`src/rtl/serial_fb_loader_tx_if.sv`:
```
// -----------------------------------------------------------------------------
// serial_fb_loader_tx_if
//   Byte stream into the framebuffer load-link transmitter.
//
//   Handshake: a byte transfers on a rising clk edge where in_valid and
//   in_ready are both high. The source holds in_data stable while in_valid is
//   high and must not wait for in_ready before raising in_valid. The sink may
//   raise or drop in_ready on its own.
//
//   Signals:
//     in_data  [7:0]  byte to send (source -> sink)
//     in_valid        in_data is valid (source -> sink)
//     in_ready        sink accepts the byte this cycle (sink -> source)
//
//   Modports:
//     master - byte source (host side)
//     slave  - the transmitter
// -----------------------------------------------------------------------------
interface serial_fb_loader_tx_if;
    logic [7:0] in_data;
    logic       in_valid;
    logic       in_ready;

    modport master (
        output in_data,
        output in_valid,
        input  in_ready
    );

    modport slave (
        input  in_data,
        input  in_valid,
        output in_ready
    );
endinterface

```
`src/rtl/serial_fb_loader_tx.sv`:
```
// -----------------------------------------------------------------------------
// serial_fb_loader_tx
//   Host-side transmitter for the two-wire framebuffer load link
//   (ser_clk / ser_data) feeding the VGA BRAM display. Each accepted byte is
//   shifted out MSB first, one bit per ser_clk transition (rising and falling
//   both count). At frame start the target is held in reset so its write
//   address restarts at 0. Bit and byte pacing leave room for a receiver that
//   samples through a 3-flop synchroniser and needs 6 cycles per BRAM write.
//
//   Parameters:
//     BIT_DIV     clk cycles per half bit (setup phase, hold phase), >= 4
//     BYTE_GAP    idle cycles after the last edge of a byte, >= 6
//     FRAME_BYTES bytes per frame, 1..65535
//     RST_CYCLES  cycles tgt_rst is held high at frame start, >= 1
//
//   Ports:
//     clk          clock
//     reset        synchronous, active-high
//     start        one-cycle frame request (honoured only when idle)
//     in_if        byte stream (slave modport: in_data, in_valid, in_ready)
//     ser_clk      link clock, one bit per transition
//     ser_data     link data
//     tgt_rst      receiver reset
//     busy         high from start acceptance until the frame completes
//     frame_done   one-cycle pulse at frame end
//     byte_cnt     bytes fully sent in the current frame
//     frame_cksum  mod-256 sum of the frame's bytes (0 unless SERTX_CKSUM_EN)
//     dbg_state    current FSM state
//
//   Build option:
//     SERTX_CKSUM_EN  when defined, frame_cksum accumulates accepted bytes;
//                     otherwise it is tied to 0 and no adder exists.
// -----------------------------------------------------------------------------
module serial_fb_loader_tx #(
    parameter int BIT_DIV     = 8,
    parameter int BYTE_GAP    = 16,
    parameter int FRAME_BYTES = 8192,
    parameter int RST_CYCLES  = 16
) (
    input  logic                  clk,
    input  logic                  reset,
    input  logic                  start,
    serial_fb_loader_tx_if.slave  in_if,
    output logic                  ser_clk,
    output logic                  ser_data,
    output logic                  tgt_rst,
    output logic                  busy,
    output logic                  frame_done,
    output logic [15:0]           byte_cnt,
    output logic [7:0]            frame_cksum,
    output logic [2:0]            dbg_state
);

    localparam logic [2:0] IDLE  = 3'd0;
    localparam logic [2:0] RST   = 3'd1;
    localparam logic [2:0] LOAD  = 3'd2;
    localparam logic [2:0] SETUP = 3'd3;
    localparam logic [2:0] HOLD  = 3'd4;
    localparam logic [2:0] GAP   = 3'd5;
    localparam logic [2:0] DONE  = 3'd6;

    // Terminal values of the shared phase counter.
    localparam logic [31:0] RST_LAST = 32'(RST_CYCLES - 1);
    localparam logic [31:0] GAP_LAST = 32'(BYTE_GAP - 1);
    localparam logic [31:0] DIV_LAST = 32'(BIT_DIV - 1);
    localparam logic [15:0] FRAME_N  = 16'(FRAME_BYTES);

    logic [2:0]  state;
    logic [31:0] cnt;
    logic [2:0]  bit_idx;
    // Only the bits still to send; bit 7 leaves for ser_data at capture.
    logic [6:0]  shreg;

    logic handshake;
    logic start_ok;

    assign handshake = (state == LOAD) && in_if.in_valid && in_if.in_ready;
    assign start_ok  = (state == IDLE) && start;
    assign dbg_state = state;

    always_ff @(posedge clk) begin
        if (reset) begin
            state          <= IDLE;
            cnt            <= '0;
            bit_idx        <= '0;
            shreg          <= '0;
            ser_clk        <= 1'b0;
            ser_data       <= 1'b0;
            tgt_rst        <= 1'b0;
            in_if.in_ready <= 1'b0;
            busy           <= 1'b0;
            frame_done     <= 1'b0;
            byte_cnt       <= '0;
        end else begin
            frame_done <= 1'b0;
            case (state)
                IDLE: begin
                    if (start_ok) begin
                        state    <= RST;
                        cnt      <= '0;
                        busy     <= 1'b1;
                        tgt_rst  <= 1'b1;
                        byte_cnt <= '0;
                        ser_clk  <= 1'b0;
                        ser_data <= 1'b0;
                    end
                end

                RST: begin
                    ser_clk  <= 1'b0;
                    ser_data <= 1'b0;
                    if (cnt == RST_LAST) begin
                        tgt_rst <= 1'b0;
                        cnt     <= '0;
                        state   <= GAP;
                    end else begin
                        cnt <= cnt + 32'd1;
                    end
                end

                // Also serves as the quiet period after the target reset.
                GAP: begin
                    if (cnt == GAP_LAST) begin
                        cnt            <= '0;
                        in_if.in_ready <= 1'b1;
                        state          <= LOAD;
                    end else begin
                        cnt <= cnt + 32'd1;
                    end
                end

                LOAD: begin
                    if (handshake) begin
                        shreg          <= in_if.in_data[6:0];
                        ser_data       <= in_if.in_data[7];
                        bit_idx        <= '0;
                        cnt            <= '0;
                        in_if.in_ready <= 1'b0;
                        state          <= SETUP;
                    end
                end

                // Data was set on entry; the edge comes after BIT_DIV cycles.
                SETUP: begin
                    if (cnt == DIV_LAST) begin
                        ser_clk <= ~ser_clk;
                        cnt     <= '0;
                        state   <= HOLD;
                    end else begin
                        cnt <= cnt + 32'd1;
                    end
                end

                // Data held BIT_DIV cycles past the edge before it may change.
                HOLD: begin
                    if (cnt == DIV_LAST) begin
                        cnt <= '0;
                        if (bit_idx != 3'd7) begin
                            bit_idx  <= bit_idx + 3'd1;
                            ser_data <= shreg[6];
                            shreg    <= {shreg[5:0], 1'b0};
                            state    <= SETUP;
                        end else begin
                            byte_cnt <= byte_cnt + 16'd1;
                            if (byte_cnt + 16'd1 == FRAME_N) begin
                                frame_done <= 1'b1;
                                state      <= DONE;
                            end else begin
                                state <= GAP;
                            end
                        end
                    end else begin
                        cnt <= cnt + 32'd1;
                    end
                end

                DONE: begin
                    busy  <= 1'b0;
                    state <= IDLE;
                end

                default: begin
                    state <= IDLE;
                end
            endcase
        end
    end

`ifdef SERTX_CKSUM_EN
    always_ff @(posedge clk) begin
        if (reset) begin
            frame_cksum <= '0;
        end else if (start_ok) begin
            frame_cksum <= '0;
        end else if (handshake) begin
            frame_cksum <= frame_cksum + in_if.in_data;
        end
    end
`else
    assign frame_cksum = 8'd0;
`endif

endmodule

```
`src/flat_wrapper.sv`:
```
// flat-port wrapper written by rule: the top's interface ports become plain ports
module serial_fb_loader_tx_flat 
#(
    parameter int BIT_DIV     = 8,
    parameter int BYTE_GAP    = 16,
    parameter int FRAME_BYTES = 8192,
    parameter int RST_CYCLES  = 16
)
  (clk, reset, start, ser_clk, ser_data, tgt_rst, busy, frame_done, byte_cnt, frame_cksum, dbg_state, in_if_in_data, in_if_in_valid, in_if_in_ready);
  serial_fb_loader_tx_if in_if_i ();
  input  logic clk;
  input  logic reset;
  input  logic start;
  output logic ser_clk;
  output logic ser_data;
  output logic tgt_rst;
  output logic busy;
  output logic frame_done;
  output logic [15:0] byte_cnt;
  output logic [7:0] frame_cksum;
  output logic [2:0] dbg_state;
  input wire logic [$bits(in_if_i.in_data)-1:0] in_if_in_data;
  input wire logic [$bits(in_if_i.in_valid)-1:0] in_if_in_valid;
  output wire logic [$bits(in_if_i.in_ready)-1:0] in_if_in_ready;
  assign in_if_i.in_data = in_if_in_data;
  assign in_if_i.in_valid = in_if_in_valid;
  assign in_if_in_ready = in_if_i.in_ready;
  serial_fb_loader_tx #(.BIT_DIV(BIT_DIV), .BYTE_GAP(BYTE_GAP), .FRAME_BYTES(FRAME_BYTES), .RST_CYCLES(RST_CYCLES)) u_core (.clk(clk), .reset(reset), .start(start), .in_if(in_if_i), .ser_clk(ser_clk), .ser_data(ser_data), .tgt_rst(tgt_rst), .busy(busy), .frame_done(frame_done), .byte_cnt(byte_cnt), .frame_cksum(frame_cksum), .dbg_state(dbg_state));
endmodule
```
`config.mk`:
```
export PLATFORM = sky130hd
export DESIGN_NAME = serial_fb_loader_tx_flat
export DESIGN_NICKNAME = d
export VERILOG_FILES = /design/src/rtl/serial_fb_loader_tx_if.sv /design/src/rtl/serial_fb_loader_tx.sv /design/src/flat_wrapper.sv
export SDC_FILE = /design/constraint.sdc
export NUM_CORES = 1
export LEC_CHECK = 0
export BUFFER_PORTS_ARGS = -buffer_cell sky130_fd_sc_hd__buf_2
export CELL_PAD_IN_SITES_DETAIL_PLACEMENT = 0
export CELL_PAD_IN_SITES_GLOBAL_PLACEMENT = 2
export CORE_MARGIN = 2
export CORE_UTILIZATION = 38
export CTS_CLUSTER_DIAMETER = 60
export DETAILED_ROUTE_END_ITERATION = 7
export PLACE_DENSITY_LB_ADDON = 0.1
export SLEW_MARGIN = 20
export SYNTH_ARGS = -nofsm -noshare
export SYNTH_HDL_FRONTEND = slang
export SYNTH_SLANG_ARGS = --single-unit
```
`constraint.sdc`:
```
create_clock -name clk -period 6.6 [get_ports clk]
set_input_delay 1.32 -clock clk [delete_from_list [all_inputs] [get_ports clk]]
set_output_delay 1.32 -clock clk [all_outputs]
set_load 0.01 [all_outputs]
```
==> out/metrics.csv, run 1 <==
stage,metric,value,unit
sta,finalSetupTns,0,ns
clock_tree,postCtsHoldBufs,0,
global_routing,grt_pass1_vias,3513,
clock_tree,cts_resized,0,
placement,detailedPlace.worstSlack,3.42,ns
final_layout,final_cell_mix,"dfxtp_1 (67), nand2_1 (60), nor2_1 (56), buf_2 (36), a21oi_1 (25)",
placement,dp_cells,651,
routing,dr.pass1.iters,4,
yosys,synth_largest_area_cell,dfxtp_1,
final_layout,postLayoutCoreUtil,43.0,%
run,cap_violations,0,
routing,route.detailed.drc,0,
sta,fin_crit_sh,42.8,%
sta,rsz0062_at_grt,false,
yosys,seq_area_frac_synth,32.8,%
routing,dr_total_vias,3751,
floorplanning,die_h,108,microns
yosys,synth.yosys.warnings,0,
clock_tree,clockRootBuffer,clkbuf_8,
sta,hold_viol,0,
final_layout,fillers,1094,
sta,fin_ws,3.78,ns
sta,slew_viol_final,0,
clock_tree,worstSkewPairLatency,0.36,ns
final_layout,num_antenna_cells,0,
critical_path,cp_data_required_time,6.83,ns
floorplanning,die_x,108,microns
global_routing,grt.total_usage,18.8,%
final_layout,final_common_cell,dfxtp_1,
floorplanning,core-area,10400,sq um
yosys,synth_cells,508,
critical_path,crit_path_max_fanout,10,
sta,period_needed,2.82,ns
clock_tree,cts.clk_slew.worst_paths,0.07,ns
sta,finalSetupViolations,0,
yosys,ys_ff_latch,67,
critical_path,reg2reg_slack,3.81,ns
global_routing,antenna_found_initial,0,
clock_tree,cts-htree-levels,3,
critical_path,arrival,3.05,ns
floorplanning,die_area,11600,sq um
final_layout,fin_cells,667,
routing,ant_nets,0,
sta,worstMarginPinSlew,1.02,ns
placement,gp_congestion,0.752,
yosys,netlist_area,4100,sq um
yosys,avgSynthCellArea,8.06,sq um
global_routing,grt_pass1_wl,17.5,mm
clock_tree,cts_sinks,67,
yosys,synth_edf_count,0,
sta,relSlewSlack,31.9,%
placement,dp_hpwl,7.17,mm
yosys,synth_async_sr_flop_share,0,%
critical_path,worstSetupPathType,in -> reg,
clock_tree,cts_made_buffers,9,
final_layout,num-nets-final,542,
placement,io_buffers,36,
power,p_total,0.000927,W
floorplanning,io_pins,45,
clock_tree,postCtsSetupRepairBufs,0,
yosys,synthDominantCellAreaShare,32.8,%
power,power.leakage,1.55,nW
routing,wirelength,10.6,mm
critical_path,crit_path_end_kind,register,
final_layout,drive_gt1_share,16.8,%
sta,fin_skew,0.0165,ns
yosys,synth.area.top_cells,"dfxtp_1 (33%), nand2_1 (5.5%), nor2_1 (5.1%)",
routing,vias_per_cell,5.62,
min_path,hold_class,reg -> reg,
critical_path,cp-start-kind,input port,
clock_tree,cts_tree,yes,
routing,drt_iter0_markers,187,
sta,fmax,354,MHz
floorplanning,fp-row-count,37,
power,vdd_drop_max,0.0864,mV
final_layout,syn_to_final_growth,9.41,%
yosys,synth_ff_type,dfxtp_1,
routing,wire_per_inst,15.8,microns
global_routing,grt-ovfl-total,0,
clock_tree,ctsLongestPathBuffers,2,
floorplanning,start_util,39.3,%
power,p_per_area,207,nW/um^2
outcome,run_status,"finished, final reports clean",
global_routing,grt_max_degree,52,
yosys,synth_cell_types,72,
worst max-delay path, stage by stage:
cell and delay, ns:
buf_2 0.13, a21boi_0 0.28, nor2_1 0.11, o2111ai_1 0.83, nor3_1 0.14, xnor2_1 0.20
nor2_1 0.05
registers in the layout, summed over array words and instances (netlist names):
| signal | count |
|---|---|
| u_core.bit_idx | 3 |
| u_core.busy | 1 |
| u_core.dbg_state | 3 |
| u_core.byte_cnt | 16 |
| u_core.in_if.in_ready | 1 |
| u_core.shreg | 7 |
| u_core.cnt | 32 |
| u_core.tgt_rst | 1 |
| u_core.frame_done | 1 |
| u_core.ser_clk | 1 |
| u_core.ser_data | 1 |
layout make-up:
| class | instances | area [sq um] | share of cell area [%] |
|---|---|---|---|
| clock inverters | 1 | 30.0 | 0.670 |
| multi-input cells | 396 | 2500 | 55.9 |
| repair buffers | 41 | 218 | 4.86 |
| inverters | 11 | 41.3 | 0.922 |
| clock buffers | 15 | 176 | 3.94 |
| well taps | 136 | 170 | 3.80 |
| flip-flops and latches | 67 | 1340 | 29.9 |
logic make-up (layout without fill, tap and decap cells):
kind of cell,count (synthesis),count (layout),synth area share [%]
AND/OR/NAND/NOR,238,238,32.0
AO/OA/AOI/OAI,119,119,21.2
flip-flops,67,67,32.8
buffers and inverters,52,68,6.75
XOR/XNOR,22,22,4.71
multiplexers,5,5,1.25
adder cells (fa/ha/maj),4,4,1.22
other,1,8,0.0916
routing by layer:
layer,vias to the layer above,global-route usage [%],share of wire [%]
li1,1892,-,-
met1,1781,24.1,47
met2,68,31.6,48
met3,10,3.63,3.6
met4,0,6.50,1.0
met5,-,0,0
metrics by stage:
step / area [sq um] / hold WS (ns)
floorplan: 4120 / 0.432
global placement: 4270 / 0.442
detailed placement: 4270 / 0.449
CTS: 4480 / 0.464
global route: 4480 / 0.494
finish: 4480 / 0.457
where the power goes:
part	internal (W)	switching, W	total (W)
combinational	0.0000389	0.0000853	0.000124
sequential	0.000412	0.0000207	0.000433
clock	0.000207	0.000163	0.000369
cells in the mapped netlist, drive strengths merged, types with 4 or more instances:
| library cell | n |
|---|---|
| nand4b | 4 |
| mux2i | 4 |
| nand4 | 20 |
| a211oi | 9 |
| xnor2 | 12 |
| and4 | 5 |
| nor3 | 21 |
| xor2 | 10 |
| a311oi | 11 |
| or3 | 5 |
| nor2 | 57 |
| and3 | 5 |
| ha | 4 |
| nor4 | 17 |
| inv | 10 |
| a31oi | 13 |
| dfxtp | 67 |
| a21oi | 33 |
| nand3 | 22 |
| a21o | 7 |
| nand2 | 60 |
| o21ai | 18 |
| a2111oi | 4 |
| clkbuf | 19 |
| buf | 22 |
final timing paths:
path | start | end | depth (start not counted)
worst min-delay path | u_core.shreg[3] | u_core.shreg[3] | 2
worst min register to register | u_core.shreg[3] | u_core.shreg[3] | 2
worst max-delay path | in_if_in_valid | u_core.cnt[20] | 7
worst max register to register | u_core.cnt[0] | u_core.byte_cnt[10] | 7
(Power assumes the default switching activity.)
==> run 2, diff against run 1 <==
--- a/config.mk
+++ b/config.mk
@@ -5,11 +5,12 @@
 export SDC_FILE = /design/constraint.sdc
 export NUM_CORES = 1
 export LEC_CHECK = 0
+export ABC_AREA = 1
 export BUFFER_PORTS_ARGS = -buffer_cell sky130_fd_sc_hd__buf_2
 export CELL_PAD_IN_SITES_DETAIL_PLACEMENT = 0
 export CELL_PAD_IN_SITES_GLOBAL_PLACEMENT = 2
 export CORE_MARGIN = 2
-export CORE_UTILIZATION = 38
+export CORE_UTILIZATION = 29
 export CTS_CLUSTER_DIAMETER = 60
 export DETAILED_ROUTE_END_ITERATION = 7
 export PLACE_DENSITY_LB_ADDON = 0.1
==> constraint.sdc (replaced) <==
create_clock -name clk -period 2.52 [get_ports clk]
set_input_delay 0.504 -clock clk [delete_from_list [all_inputs] [get_ports clk]]
set_output_delay 0.504 -clock clk [all_outputs]
set_load 0.01 [all_outputs]
==> out/metrics.csv, run 2 <==
stage,metric,value,unit,change
outcome,run_status,"finished, final reports clean",,unchanged
yosys,synth_largest_area_cell,dfxtp_1,,unchanged
global_routing,grt_max_degree,28,,was 52
yosys,synth_cells,614,,was 508
final_layout,final_common_cell,nand2_1,,was dfxtp_1
global_routing,grt.total_usage,17.1,%,was 18.8%
yosys,seq_area_frac_synth,32.5,%,was 32.8%
critical_path,arrival,2.42,ns,was 3.05 ns
clock_tree,clockRootBuffer,clkbuf_16,,was clkbuf_8
critical_path,cp-start-kind,register,,was input port
final_layout,fin_cells,838,,was 667
final_layout,largest_reg_flops,32,,unchanged
min_path,hold_class,in -> reg,,was reg -> reg
min_path,holdPathStages,3,,was 2
routing,ant_nets,0,,unchanged
clock_tree,cts_sinks,67,,unchanged
critical_path,critPathTopFamily,simple AND/OR/NAND/NOR gates,,was compound AO/OA/AOI/OAI gates
placement,placed_area,4460,sq um,was 4270 sq um
yosys,netlist_area,4130,sq um,was 4100 sq um
routing,drt_iter0_markers,240,,was 187
sta,fin_crit_sh,86.4,%,
floorplanning,io_pins,45,,unchanged
power,p_per_area,855,nW/um^2,was 207 nW/um^2
sta,worstMarginPinSlew,0.583,ns,was 1.02 ns
final_layout,fin_area,4780,sq um,was 4480 sq um
min_path,holdPathEnd,u_core.shreg[6],,was u_core.shreg[3]
sta,rsz0062_at_grt,false,,unchanged
power,cellInternalPower,0.00247,W,was 0.000658 W
placement,gp_congestion,0.859,,was 0.752
power,seq_power_share,32.7,%,was 46.7%
min_path,min-delay-start,in_if_in_data[6],,was u_core.shreg[3]
critical_path,worstSetupPathType,reg -> reg,,was in -> reg
floorplanning,die_x,123,microns,was 108 microns
floorplanning,core-area,13900,sq um,was 10400 sq um
final_layout,drive_gt1_share,14.9,%,was 16.8%
yosys,synth_ff_type,dfxtp_1,,unchanged
critical_path,critPathMaxStageDelay,0.57,ns,was 0.83 ns
clock_tree,worstSkewPairLatency,0.34,ns,was 0.36 ns
sta,hold_viol,0,,unchanged
critical_path,r2r-end,u_core.cnt[7],,was u_core.byte_cnt[10]
floorplanning,die_area,15200,sq um,was 11600 sq um
floorplanning,start_util,29.7,%,was 39.3%
routing,route.detailed.drc,0,,unchanged
placement,io_buffers,36,,unchanged
routing,vias_per_cell,4.84,,was 5.62
sta,fin_skew,0.00853,ns,was 0.0165 ns
clock_tree,cts_made_buffers,9,,unchanged
final_layout,final_cell_mix,"nand2_1 (130), nor2_1 (76), inv_1 (72), dfxtp_1 (67), a21oi_1 (42)",,"was dfxtp_1 (67), nand2_1 (60), nor2_1 (56), buf_2 (36), a21oi_1 (25)"
power,p_comb_share,33.6,%,was 13.4%
clock_tree,cts.clk_slew.worst_paths,0.06,ns,was 0.07 ns
placement,dp_hpwl,9.11,mm,was 7.17 mm
critical_path,critPathBufInv,4,,was 1
critical_path,crit_chain,nor2_1 > nand2_1 > nor2_1 > inv_1 > nand3_4 > inv_2 > nand3_2 > nand2_4 > inv_2 > nand3_1 > inv_1,,was buf_2 > a21boi_0 > nor2_1 > o2111ai_1 > nor3_1 > xnor2_1 > nor2_1
final_layout,syn_to_final_growth,15.7,%,was 9.41%
global_routing,grt_pass1_vias,3728,,was 3513
final_layout,postLayoutCoreUtil,34.4,%,was 43.0%
yosys,avgSynthCellArea,6.72,sq um,was 8.06 sq um
sta,finalSetupViolations,0,,unchanged
critical_path,rr_worst_depth,11,,was 7
yosys,synth.area.top_cells,"dfxtp_1 (32%), nand2_1 (12%), nor2_1 (6.9%)",,"was dfxtp_1 (33%), nand2_1 (5.5%), nor2_1 (5.1%)"
sta,finalSetupTns,0,ns,unchanged
clock_tree,ctsLongestPathBuffers,2,,unchanged
placement,dp_cells,822,,was 651
power,pwr-share-clk,33.8,%,was 39.9%
routing,dr_total_vias,4058,,was 3751
routing,wire_per_inst,14.5,microns,was 15.8 microns
global_routing,grt_pass1_wl,19.7,mm,was 17.5 mm
yosys,synth.yosys.warnings,0,,unchanged
final_layout,reg.largest.list,"u_core.cnt x32, u_core.byte_cnt x16, u_core.shreg x7",,unchanged
clock_tree,postCtsHoldBufs,0,,unchanged
routing,wirelength,12.2,mm,was 10.6 mm
final_layout,num_antenna_cells,0,,unchanged
clock_tree,cts_resized,0,,unchanged
floorplanning,fp-row-count,43,,was 37
sta,slew_viol_final,0,,unchanged
critical_path,critPathSlowestCell,dfxtp_1,,was o2111ai_1
routing,dr.pass1.iters,5,,was 4
critical_path,reg2reg_slack,0.34,ns,was 3.81 ns
yosys,synthDominantCellAreaShare,32.5,%,was 32.8%
yosys,synth_most_common_cell,nand2_1,,was dfxtp_1
final_layout,regMostFlops,u_core.cnt,,unchanged
clock_tree,postCtsSetupRepairBufs,0,,unchanged
power,vdd_drop_max,0.351,mV,was 0.0864 mV
yosys,synth_edf_count,0,,unchanged
global_routing,grt-ovfl-total,0,,unchanged
clock_tree,cts-htree-levels,3,,unchanged
sta,fmax,459,MHz,
yosys,synth_async_sr_flop_share,0,%,unchanged
sta,period_needed,2.18,ns,
sta,relSlewSlack,61.2,%,was 31.9%
clock_tree,cts_tree,yes,,unchanged
critical_path,crit_path_end_kind,register,,unchanged
critical_path,cp_data_required_time,2.76,ns,was 6.83 ns
final_layout,num-nets-final,669,,was 542
floorplanning,die_h,123,microns,was 108 microns
yosys,ys_ff_latch,67,,unchanged
critical_path,crit_path_max_fanout,15,,was 10
yosys,synth_cell_types,41,,was 72
critical_path,rr_startpoint,u_core.dbg_state[2],,was u_core.cnt[0]
global_routing,antenna_found_initial,0,,unchanged
critical_path,crit_start,u_core.dbg_state[2],,was in_if_in_valid
yosys,yosys-top-cells-count,"nand2_1 (130), nor2_1 (76), inv_1 (72)",,"was dfxtp_1 (67), nand2_1 (60), nor2_1 (56)"
power,p_total,0.00409,W,was 0.000927 W
run,cap_violations,0,,unchanged
power,switching_share,39.4,%,was 29.0%
power,p_sw,0.00161,W,was 0.000269 W
power,power.leakage,1.97,nW,was 1.55 nW
[run 2: changes by cell type after synthesis, sizes merged, moves of 6 or more]
cell / change
nand2: +75
inv: +69
nor2: +29
nand3: +22
clkbuf: -14
a31oi: -12
a311oi: -11
o21ai: +11
nor4: -10
a21oi: +9
nor3: +9
xnor2: -9
a21o: -7
xor2: +6
[run 2: final cells by class]
cell class / instances / area (sq um)
fill: 1552 / 9100
multi-input combinational: 451 / 2350
sequential: 67 / 1340
inverter: 79 / 297
timing repair buffer: 45 / 248
clock buffer: 9 / 225
tap: 180 / 225
clock inverter: 7 / 92.6
[run 2: through the flow]
step | hold slack [ns] | setup WS, ns
after floorplan | 0.430 | 0.777
after global placement | 0.445 | 0.337
after detailed placement | 0.452 | 0.318
after CTS | 0.441 | 0.286
after global routing | 0.459 | 0.0573
final | 0.448 | 0.342
[run 2: worst max-delay path by stage]
stage | endpoint | slack (ns) | cells after the start
2_1_floorplan | u_core.cnt[22] | 0.78 | 12
3_3_place_gp | u_core.cnt[7] | 0.34 | 11
5_1_grt | u_core.byte_cnt[4] | 0.06 | 7
6_report | u_core.cnt[7] | 0.34 | 11
4_1_cts | u_core.cnt[7] | 0.29 | 10
3_5_place_dp | u_core.cnt[4] | 0.32 | 10
[run 2: power by group through the flow]
| stage | logic (W) | clock network [W] | registers (W) |
|---|---|---|---|
| after floorplan | 0.000977 | 0 | 0.00137 |
| after global placement | 0.00140 | 0 | 0.00135 |
| after detailed placement | 0.00138 | 0 | 0.00136 |
| after CTS | 0.00139 | 0.00142 | 0.00133 |
| after global routing | 0.00154 | 0.00147 | 0.00135 |
| final | 0.00137 | 0.00138 | 0.00133 |
[run 2: logic make-up (layout without fill, tap and decap cells)]
| group | count (synthesis) | in the layout | share of synthesized area (%) |
|---|---|---|---|
| compound gates | 92 | 92 | 13.0 |
| xor+xnor | 19 | 19 | 4.03 |
| fa+ha+maj | 4 | 4 | 1.21 |
| buf+inv | 103 | 140 | 11.3 |
| flops | 67 | 67 | 32.5 |
| mux | 5 | 5 | 1.21 |
| other cells | 1 | 8 | 0.0908 |
| simple gates | 323 | 323 | 36.6 |
[run 2: worst min-delay path, cell delays in order]
cell,delay (ns)
buf_2,0.08
mux2i_1,0.05
a21oi_1,0.12
[run 2: metal layers]
layer  vias up  GRT usage, %  wire, microns
li1       2089             -              -
met1      1883          25.2           6510
met2        75          24.1           4990
met3        11          3.14            459
met4         0          7.03            205
met5         -             0              0
